===== src/rtl/crc_frame_serializer_if.sv =====
// rtl/crc_frame_serializer_if.sv - byte load handshake and serial CRC drive signals
interface crc_frame_serializer_if;
    logic [7:0] In_Data;
    logic       In_Valid;
    logic       In_Ready;
    logic       Flush;
    logic       Ser_Data;
    logic       Active;
    logic       Busy;
    logic       Frame_Done;

    modport master (
        output In_Data, In_Valid, Flush,
        input  In_Ready, Ser_Data, Active, Busy, Frame_Done
    );

    modport slave (
        input  In_Data, In_Valid, Flush,
        output In_Ready, Ser_Data, Active, Busy, Frame_Done
    );
endinterface


===== src/rtl/crc_frame_serializer.sv =====
// rtl/crc_frame_serializer.sv - collects a byte frame and bursts it LSB-first into a serial CRC-8 engine
module crc_frame_serializer #(
    parameter int DATA_LENGTH  = 1,
    parameter int DRAIN_CYCLES = 9
) (
    input logic                    CLK,
    input logic                    RST,
    crc_frame_serializer_if.slave  bus
);
    localparam int NBITS   = DATA_LENGTH * 8;
    localparam int BYTE_W  = $clog2(DATA_LENGTH + 1);
    localparam int BIT_W   = $clog2(NBITS);
    localparam int DRAIN_W = $clog2(DRAIN_CYCLES + 1);

    typedef enum logic [1:0] {
        LOAD  = 2'd0,
        SHIFT = 2'd1,
        DRAIN = 2'd2
    } state_t;

    state_t             state, state_n;
    logic [BYTE_W-1:0]  byte_cnt, byte_cnt_n;
    logic [BIT_W-1:0]   bit_cnt, bit_cnt_n;
    logic [DRAIN_W-1:0] drain_cnt, drain_cnt_n;
    logic [NBITS-1:0]   buffer;
    logic               wr_en;
    logic               last_drain;

    assign last_drain = (state == DRAIN) && (drain_cnt == DRAIN_W'(DRAIN_CYCLES - 1));

    always_ff @(posedge CLK or posedge RST) begin
        if (RST) begin
            state     <= LOAD;
            byte_cnt  <= '0;
            bit_cnt   <= '0;
            drain_cnt <= '0;
        end else begin
            state     <= state_n;
            byte_cnt  <= byte_cnt_n;
            bit_cnt   <= bit_cnt_n;
            drain_cnt <= drain_cnt_n;
        end
    end

    // Buffer is never cleared; only slots written this frame reach the shifter.
    always_ff @(posedge CLK) begin
        for (int b = 0; b < DATA_LENGTH; b++) begin
            if (wr_en && (byte_cnt == BYTE_W'(b)))
                buffer[b*8 +: 8] <= bus.In_Data;
        end
    end

    always_comb begin
        state_n     = state;
        byte_cnt_n  = byte_cnt;
        bit_cnt_n   = bit_cnt;
        drain_cnt_n = drain_cnt;
        wr_en       = 1'b0;
        case (state)
            LOAD: begin
                if (bus.Flush) begin
                    byte_cnt_n = '0;
                end else if (bus.In_Valid) begin
                    wr_en      = 1'b1;
                    byte_cnt_n = byte_cnt + BYTE_W'(1);
                    if (byte_cnt == BYTE_W'(DATA_LENGTH - 1)) begin
                        state_n   = SHIFT;
                        bit_cnt_n = '0;
                    end
                end
            end
            SHIFT: begin
                // A flush still routes through DRAIN so the engine re-initialises.
                if (bus.Flush || (bit_cnt == BIT_W'(NBITS - 1))) begin
                    state_n     = DRAIN;
                    drain_cnt_n = '0;
                end else begin
                    bit_cnt_n = bit_cnt + BIT_W'(1);
                end
            end
            DRAIN: begin
                if (last_drain) begin
                    state_n    = LOAD;
                    byte_cnt_n = '0;
                end else begin
                    drain_cnt_n = drain_cnt + DRAIN_W'(1);
                end
            end
            default: begin
                state_n = LOAD;
            end
        endcase
    end

    assign bus.In_Ready   = (state == LOAD);
    assign bus.Active     = (state == SHIFT);
    assign bus.Ser_Data   = (state == SHIFT) && buffer[bit_cnt];
    assign bus.Busy       = (state == SHIFT) || (state == DRAIN);
    assign bus.Frame_Done = last_drain;
endmodule


===== src/flat_wrapper.sv =====
// flat-port wrapper written by rule: the top's interface ports become plain ports
module crc_frame_serializer_flat 
#(
    parameter int DATA_LENGTH  = 1,
    parameter int DRAIN_CYCLES = 9
)
  (CLK, RST, bus_In_Data, bus_In_Valid, bus_Flush, bus_In_Ready, bus_Ser_Data, bus_Active, bus_Busy, bus_Frame_Done);
  crc_frame_serializer_if bus_i ();
  input logic CLK;
  input logic RST;
  input wire logic [$bits(bus_i.In_Data)-1:0] bus_In_Data;
  input wire logic [$bits(bus_i.In_Valid)-1:0] bus_In_Valid;
  input wire logic [$bits(bus_i.Flush)-1:0] bus_Flush;
  output wire logic [$bits(bus_i.In_Ready)-1:0] bus_In_Ready;
  output wire logic [$bits(bus_i.Ser_Data)-1:0] bus_Ser_Data;
  output wire logic [$bits(bus_i.Active)-1:0] bus_Active;
  output wire logic [$bits(bus_i.Busy)-1:0] bus_Busy;
  output wire logic [$bits(bus_i.Frame_Done)-1:0] bus_Frame_Done;
  assign bus_i.In_Data = bus_In_Data;
  assign bus_i.In_Valid = bus_In_Valid;
  assign bus_i.Flush = bus_Flush;
  assign bus_In_Ready = bus_i.In_Ready;
  assign bus_Ser_Data = bus_i.Ser_Data;
  assign bus_Active = bus_i.Active;
  assign bus_Busy = bus_i.Busy;
  assign bus_Frame_Done = bus_i.Frame_Done;
  crc_frame_serializer #(.DATA_LENGTH(DATA_LENGTH), .DRAIN_CYCLES(DRAIN_CYCLES)) u_core (.CLK(CLK), .RST(RST), .bus(bus_i));
endmodule

===== config.mk =====
export PLATFORM = sky130hd
export DESIGN_NAME = crc_frame_serializer_flat
export DESIGN_NICKNAME = d
export VERILOG_FILES = /design/src/rtl/crc_frame_serializer_if.sv /design/src/rtl/crc_frame_serializer.sv /design/src/flat_wrapper.sv
export SDC_FILE = /design/constraint.sdc
export NUM_CORES = 1
export LEC_CHECK = 0
export CORE_UTILIZATION = 55
export DETAILED_ROUTE_END_ITERATION = 8
export HOLD_SLACK_MARGIN = 0.08
export PLACE_DENSITY = 0.82
export SYNTH_ARGS = -nofsm -noshare
export SYNTH_HDL_FRONTEND = slang
export SYNTH_SLANG_ARGS = --single-unit

===== constraint.sdc =====
create_clock -name CLK -period 3.1 [get_ports CLK]
set_input_delay 0.465 -clock CLK [delete_from_list [all_inputs] [get_ports CLK]]
set_output_delay 0.465 -clock CLK [all_outputs]
set_load 0.1 [all_outputs]

==> results of run 1 <==
-- flip-flops by register name (all words and copies together), names as in the netlist --
signal            flops
u_core.buffer         8
u_core.drain_cnt      4
u_core.bit_cnt        3
u_core.byte_cnt       1
u_core.state          2
-- area by class of cell --
type | count | area (um^2) | area share [%]
Timing Repair Buffer | 16 | 148 | 12.4
Inverter | 9 | 33.8 | 2.85
Multi-Input combinational cell | 57 | 462 | 38.9
Sequential cell | 18 | 490 | 41.3
Tap cell | 25 | 31.3 | 2.63
Clock buffer | 3 | 22.5 | 1.90
-- layout by cell type, fill, tap and decap left out, drive strengths merged, types with 2 or more instances in the layout --
cell	synthesis	layout
a221o	2	2
inv	9	9
clkbuf	2	3
clkdlybuf4s50	0	11
nand3b	3	3
nand2	10	10
buf	1	5
nand3	3	3
mux4	2	2
nor3b	3	3
ha	7	7
o21ai	4	4
nor2	2	2
edfxtp	8	8
mux2i	3	3
a21oi	3	3
dfrtp	10	10
o221ai	3	3
-- power breakdown --
group | switching (W) | total [W] | internal [W]
sequential | 0.0000586 | 0.000370 | 0.000311
combinational | 0.000394 | 0.000596 | 0.000202
clock | 0.0000670 | 0.000112 | 0.0000453
-- cells in the mapped netlist --
cell / instances
dfrtp_1: 10
nand2_1: 10
inv_1: 9
edfxtp_1: 8
ha_1: 7
o21ai_0: 4
a21oi_1: 3
mux2i_1: 3
nand3_1: 3
o221ai_1: 3
a221o_1: 2
mux4_2: 2
nand3b_1: 2
nor2_1: 2
nor3b_1: 2
a211o_2: 1
a211oi_1: 1
a21boi_0: 1
a221oi_1: 1
and2_1: 1
buf_4: 1
clkbuf_1: 1
clkbuf_2: 1
mux2_4: 1
nand2b_1: 1
nand3b_2: 1
nor2b_1: 1
nor3b_2: 1
o21bai_1: 1
o22ai_1: 1
or3b_4: 1
or4_1: 1
-- logic make-up after synthesis --
family / share of synthesized area [%]
DFF: 49.1
and+or+nand+nor: 15.2
buffers and inverters: 5.01
AOI/OAI and AO/OA: 12.9
muxes: 9.02
adders and majority gates: 8.77
-- worst paths after layout --
| path | end | slack [ps] | depth (start not counted) |
|---|---|---|---|
| max in group asynchronous | u_core.byte_cnt | 2390 | 2 |
| worst max-delay path | bus_Frame_Done | 860 | 5 |
| worst max register to register | u_core.drain_cnt[0] | 1180 | 5 |
| min in group CLK | u_core.bit_cnt[2] | 590 | 2 |
| worst min register to register | u_core.bit_cnt[2] | 590 | 2 |
| worst min-delay path | u_core.bit_cnt[1] | 430 | 2 |
-- worst max-delay path, delay by kind of cell, from the launching register on --
family / cells / cell delay, ps
and+or+nand+nor: 1 / 120
buffers and inverters: 3 / 520
DFF: 1 / 400
adders and majority gates: 1 / 450
-- per-layer routing --
layer	GRT usage [%]	routed length [um]
met1	27.1	739
met2	33.2	914
met3	7.35	137
met4	7.27	22
met5	0	0
-- stage by stage --
| step | instance area [um^2] | setup WS (ps) |
|---|---|---|
| 2_1_floorplan | 1000 | 193 |
| 3_3_place_gp | 1160 | 1140 |
| 3_5_place_dp | 1160 | 1100 |
| 4_1_cts | 1190 | 845 |
| 5_1_grt | 1190 | 727 |
| 6_report | 1190 | 857 |
==> results.md, run 1 <==
* Drt drc at 0
* Syn. warnings at 0
* Setup-failing EPs final at 0
* Clock-pin slew on the worst setup and hold paths at 100 ps
* Final Hold Vio Count at 0
* Distinct cells, synth at 32
* Post CTS Setup Buffer Count at 0
* Top post-synthesis cells by area: dfrtp_1, edfxtp_1, ha_1
* DP HPWL at 1.38 mm
* Port bufs at 16
* Tightest Pin Transition at 483 ps
* Final Util at 69.5%
* Deepest level of the CTS H-tree at 1
* Slew Limit Fails at 0
* Row count at 15
* Crit Path Max Fanout at 15
* Clk buf depth at 2
* Die area at 1990 um^2
* Syn Inst Count at between 80 and 90
* Crit share post-route at 72.4%
* CTS Buf Count at 3
* Grt ovf at 0
* Fillers at 123
* Largest net degree at the start of global routing at 16
* P_leak at between 0.4 and 0.5 nW
* ANT nets after route at 0
* Chip Height at approximately 45 um
* Leading area contributor after synthesis: dfrtp_1
* Area share of the largest cell type after synthesis at between 20% and 30%
* CTS tree: done
* Maximum Capacitance Violations at 0
* Pwr/cell area at a little over 900 nW/um^2
* Relative slew slack at roughly 68%
* RR Startpoint: u_core.bit_cnt[0]
* Core area at 1710 um^2
* Hold crit path type: input pin to asynchronous set/reset pin
* Root buf cell: clkbuf_4
* Initial core utilization at about three fifths
* Worst Skew at 7.79 ps
* Sequential fraction of the synthesis area at 49.1%
* Synthesized flop and latch total at 18
* Initial antenna violation count at 0
* Cell mode on critical path: inv_1
* Clk_lat worst skew at 290 ps
* Startpoint Class: flip-flop
* Via count at 728
* Clock Sinks at 18
* Mapped Nets at about 110
* Setup TNS at 0 ps
* Total GRT Usage at 21.1%
* CTS Hold Bufs at 0
* CP Capture Type: primary output
* I/O pins at 17
* CTS resizes at 0
* Vias in the first global route at 646
* Worst EP arrival at 1780 ps
* Mapped cell area at 998 um^2
* Status: complete, no violations
* Syn_area_per_cell at 11.5 um^2
* Max frequency at 0.446 GHz
* Vias per inst at about 5.7
* Die X-Extent at 44.6 um
* Ant diodes at 0
* RSZ-0062 raised after global routing: false
* Critical-path cell list: inv_1 > ha_1 > inv_1 > nor2_1 > buf_4
* Share of cells above drive strength 1 at between 10% and 20%
* Critical Path Start: u_core.state[0]
* Total power at 0.00108 W
* Final #Nets at 124
* Cells after DPL at 125
* Max stage delay cell, worst path: ha_1
* Placer Congestion at 0.777
* Fin cells at around 130
* Initial detailed-routing violation count at 15
* Critical path type: flip-flop to primary output
* Routed wire per std cell at 14.2 um
* Min Tclk post-route at 2240 ps
* First-pass GRT wire length at ~2.9 mm
* Max stage delay on crit path at 450 ps
* Layout area overhead at 18.9%
* Required time of the critical path at ~2600 ps
* Routed WL at around 1.8 mm
* Fin Hold WS at 433 ps
* Pre-Repair DR Iteration Count at 4
* IR Drop Worst-Case VDD at 1.13 mV
Note: power is estimated with default switching activity, not from simulation.
==> inputs of run 2 (changes only) <==
Settings changed: CORE_UTILIZATION 55 to 46, PLACE_DENSITY 0.82 to 0.74.
Clock period 3.1 ns to 1.9 ns, I/O delays scaled along.
==> results.md, run 2 (same netlist as run 1, synthesis figures left out) <==
* Design area at 1340 um^2 (+13%)
* Ant diodes at 0 (unchanged)
* Port bufs at 16 (unchanged)
* Root buf cell: clkbuf_4
* Drt drc at 0 (unchanged)
* Pwr/cell area at 1520 nW/um^2 (+67%)
* Startpoint Class: flip-flop
* Max frequency at 0.542 GHz
* I/O pins at 17 (unchanged)
* Grt ovf at 0 (unchanged)
* Pre-Repair DR Iteration Count at 4 (unchanged)
* Total power at 0.00203 W (+89%)
* Fin Hold WS at 259 ps (-174 ps)
* First-pass GRT wire length at 3.09 mm (+4.9%)
* CTS Buf Count at 3 (unchanged)
* Initial core utilization at 49.9% (-8.6 points)
* Initial antenna violation count at 0 (unchanged)
* Crit Path Max Fanout at 4 (-11)
* Worst EP arrival at 1560 ps (-220 ps)
* Die X-Extent at 48.6 um (+8.9%)
* Worst flop-to-flop path endpoint: u_core.bit_cnt[0]
* DP Area at 1290 um^2 (+11%)
* Vias per inst at 5.47 (-3.9%)
* IR Drop Worst-Case VDD at 1.17 mV (+3.3%)
* Required time of the critical path at 1620 ps (-1010 ps)
* Clock Sinks at 18 (unchanged)
* Initial detailed-routing violation count at 14 (-1)
* Min Tclk post-route at between 1500 and 2000 ps
* Final Hold Vio Count at 0 (unchanged)
* Routed wire per std cell at 13.7 um (-3.7%)
* Deepest level of the CTS H-tree at 1 (unchanged)
* Max reg flops at 8 (unchanged)
* Critical-path cell list: mux4_2 > nand2_2 > a21boi_4 > buf_12
* Crit-path leading delay family: multiplexers
* Final WS setup at 53.5 ps (-803 ps)
* Routed WL at 1.84 mm (+1.6%)
* Die area at 2360 um^2 (+19%)
* Critical path type: flip-flop to primary output
* CTS tree: done
* Max stage delay on crit path at 530 ps (+80 ps)
* Relative slew slack at 74.6% (+7.0 points)
* Share of cells above drive strength 1 at 26.9% (+11 points)
* Most frequent cells in the layout: clkdlybuf4s50_1, dfrtp_1, nand2_1, edfxtp_1, inv_1
* P_leak at 0.551 nW (+11%)
* Clk_lat worst skew at 290 ps (about the same)
* Clock-pin slew on the worst setup and hold paths at 100 ps (about the same)
* Reg2reg path depth at 4 (-1)
* RSZ-0062 raised after global routing: true
* Largest registers: u_core.buffer: 8 flops, u_core.drain_cnt: 4 flops, u_core.bit_cnt: 3 flops
* Largest register by flop count: u_core.buffer
* Layout area overhead at 34.1%
* Placer Congestion at 0.894 (+15%)
* Critical path buffers and inverters at 1 (-2)
* Setup-failing EPs final at 0 (unchanged)
* Total GRT Usage at 16.9% (-4.1 points)
* Row count at 16 (+1)
* Via count at 738 (+1.4%)
* Pre-CTS WS at 103 ps (-998 ps)
* Largest net degree at the start of global routing at 15 (-1)
* Commonest non-fill, non-tap cell in the layout: clkdlybuf4s50_1
* Vias in the first global route at 698 (+8.0%)
* RR Startpoint: u_core.bit_cnt[0]
* Max stage delay cell, worst path: mux4_2
* Final #Nets at 128 (+3.2%)
* Chip Height at 48.6 um (+8.9%)
* Slew Limit Fails at 0 (unchanged)
* Crit share post-route at a little over nine tenths
* CTS Hold Bufs at 0 (unchanged)
* Worst Skew at 2.35 ps (-5.43 ps)
* DP HPWL at 1.44 mm (+4.4%)
* Status: complete, no violations
* Worst reg2reg setup slack at 190 ps (-990 ps)
* Clk buf depth at 2 (unchanged)
* ANT nets after route at 0 (unchanged)
* Tightest Pin Transition at 380 ps (-103 ps)
* CP Capture Type: primary output
* Core area at 2000 um^2 (+17%)
* Hold crit path type: input pin to asynchronous set/reset pin
* Maximum Capacitance Violations at 0 (unchanged)
run 2: metal layers:
layer | track usage [%] | up-vias | part of all wire [%] | wire length [um]
li1 | - | 362 | - | -
met1 | 22.1 | 361 | 45 | 829
met2 | 28.6 | 15 | 52 | 951
met3 | 4.72 | 0 | 3.3 | 61
met4 | 2.94 | 0 | 0 | 0
met5 | 0 | - | 0 | 0
run 2: area by class of cell:
type	instances	area, um^2
clock buffers	3	22.5
well taps	27	33.8
fillers	155	663
clock inverters	1	3.75
repair buffers	20	240
flip-flops and latches	18	492
inverters	9	33.8
multi-input cells	57	513
run 2: worst register-to-register path: stages, from the launching register on:
cell and delay, ps:
dfrtp_2 450, ha_1 210, ha_1 230, a221o_1 400, mux2_4 310
run 2: what timing repair did:
| item | CTS | global route |
|---|---|---|
| pin swaps | 0 | 2 |
| setup endpoints to repair | 1 | 2 |
| gates resized for setup | 1 | 4 |
| buffers inserted | 1 | 0 |
run 2: power by group:
group          total, W  switching, W  internal, W
registers      0.000610      0.000101     0.000509
logic           0.00124      0.000704     0.000534
clock network  0.000187      0.000111    0.0000763
total           0.00203      0.000915      0.00112
run 2: worst max-delay path by stage:
stage | from | endpoint | slack [ps] | depth (start not counted)
finish | u_core.bit_cnt[0] | bus_Ser_Data | 50 | 4
global route | u_core.bit_cnt[0] | bus_Ser_Data | -20 | 4
CTS | u_core.bit_cnt[0] | bus_Ser_Data | 7 | 4
detailed placement | bus_In_Valid | u_core.buffer[1] | 100 | 3
global placement | bus_In_Valid | u_core.buffer[0] | 150 | 3
floorplan | u_core.state[1] | bus_Ser_Data | -20 | 4
run 2: metrics by stage:
stage / utilization (%) / instances / TNS, ps
2_1_floorplan: - / 87 / -16.0
3_3_place_gp: 64.3 / 130 / 0
3_5_place_dp: 64.3 / 130 / 0
4_1_cts: 66.1 / 135 / 0
5_1_grt: 66.9 / 135 / -16.7
6_report: 66.9 / 135 / 0
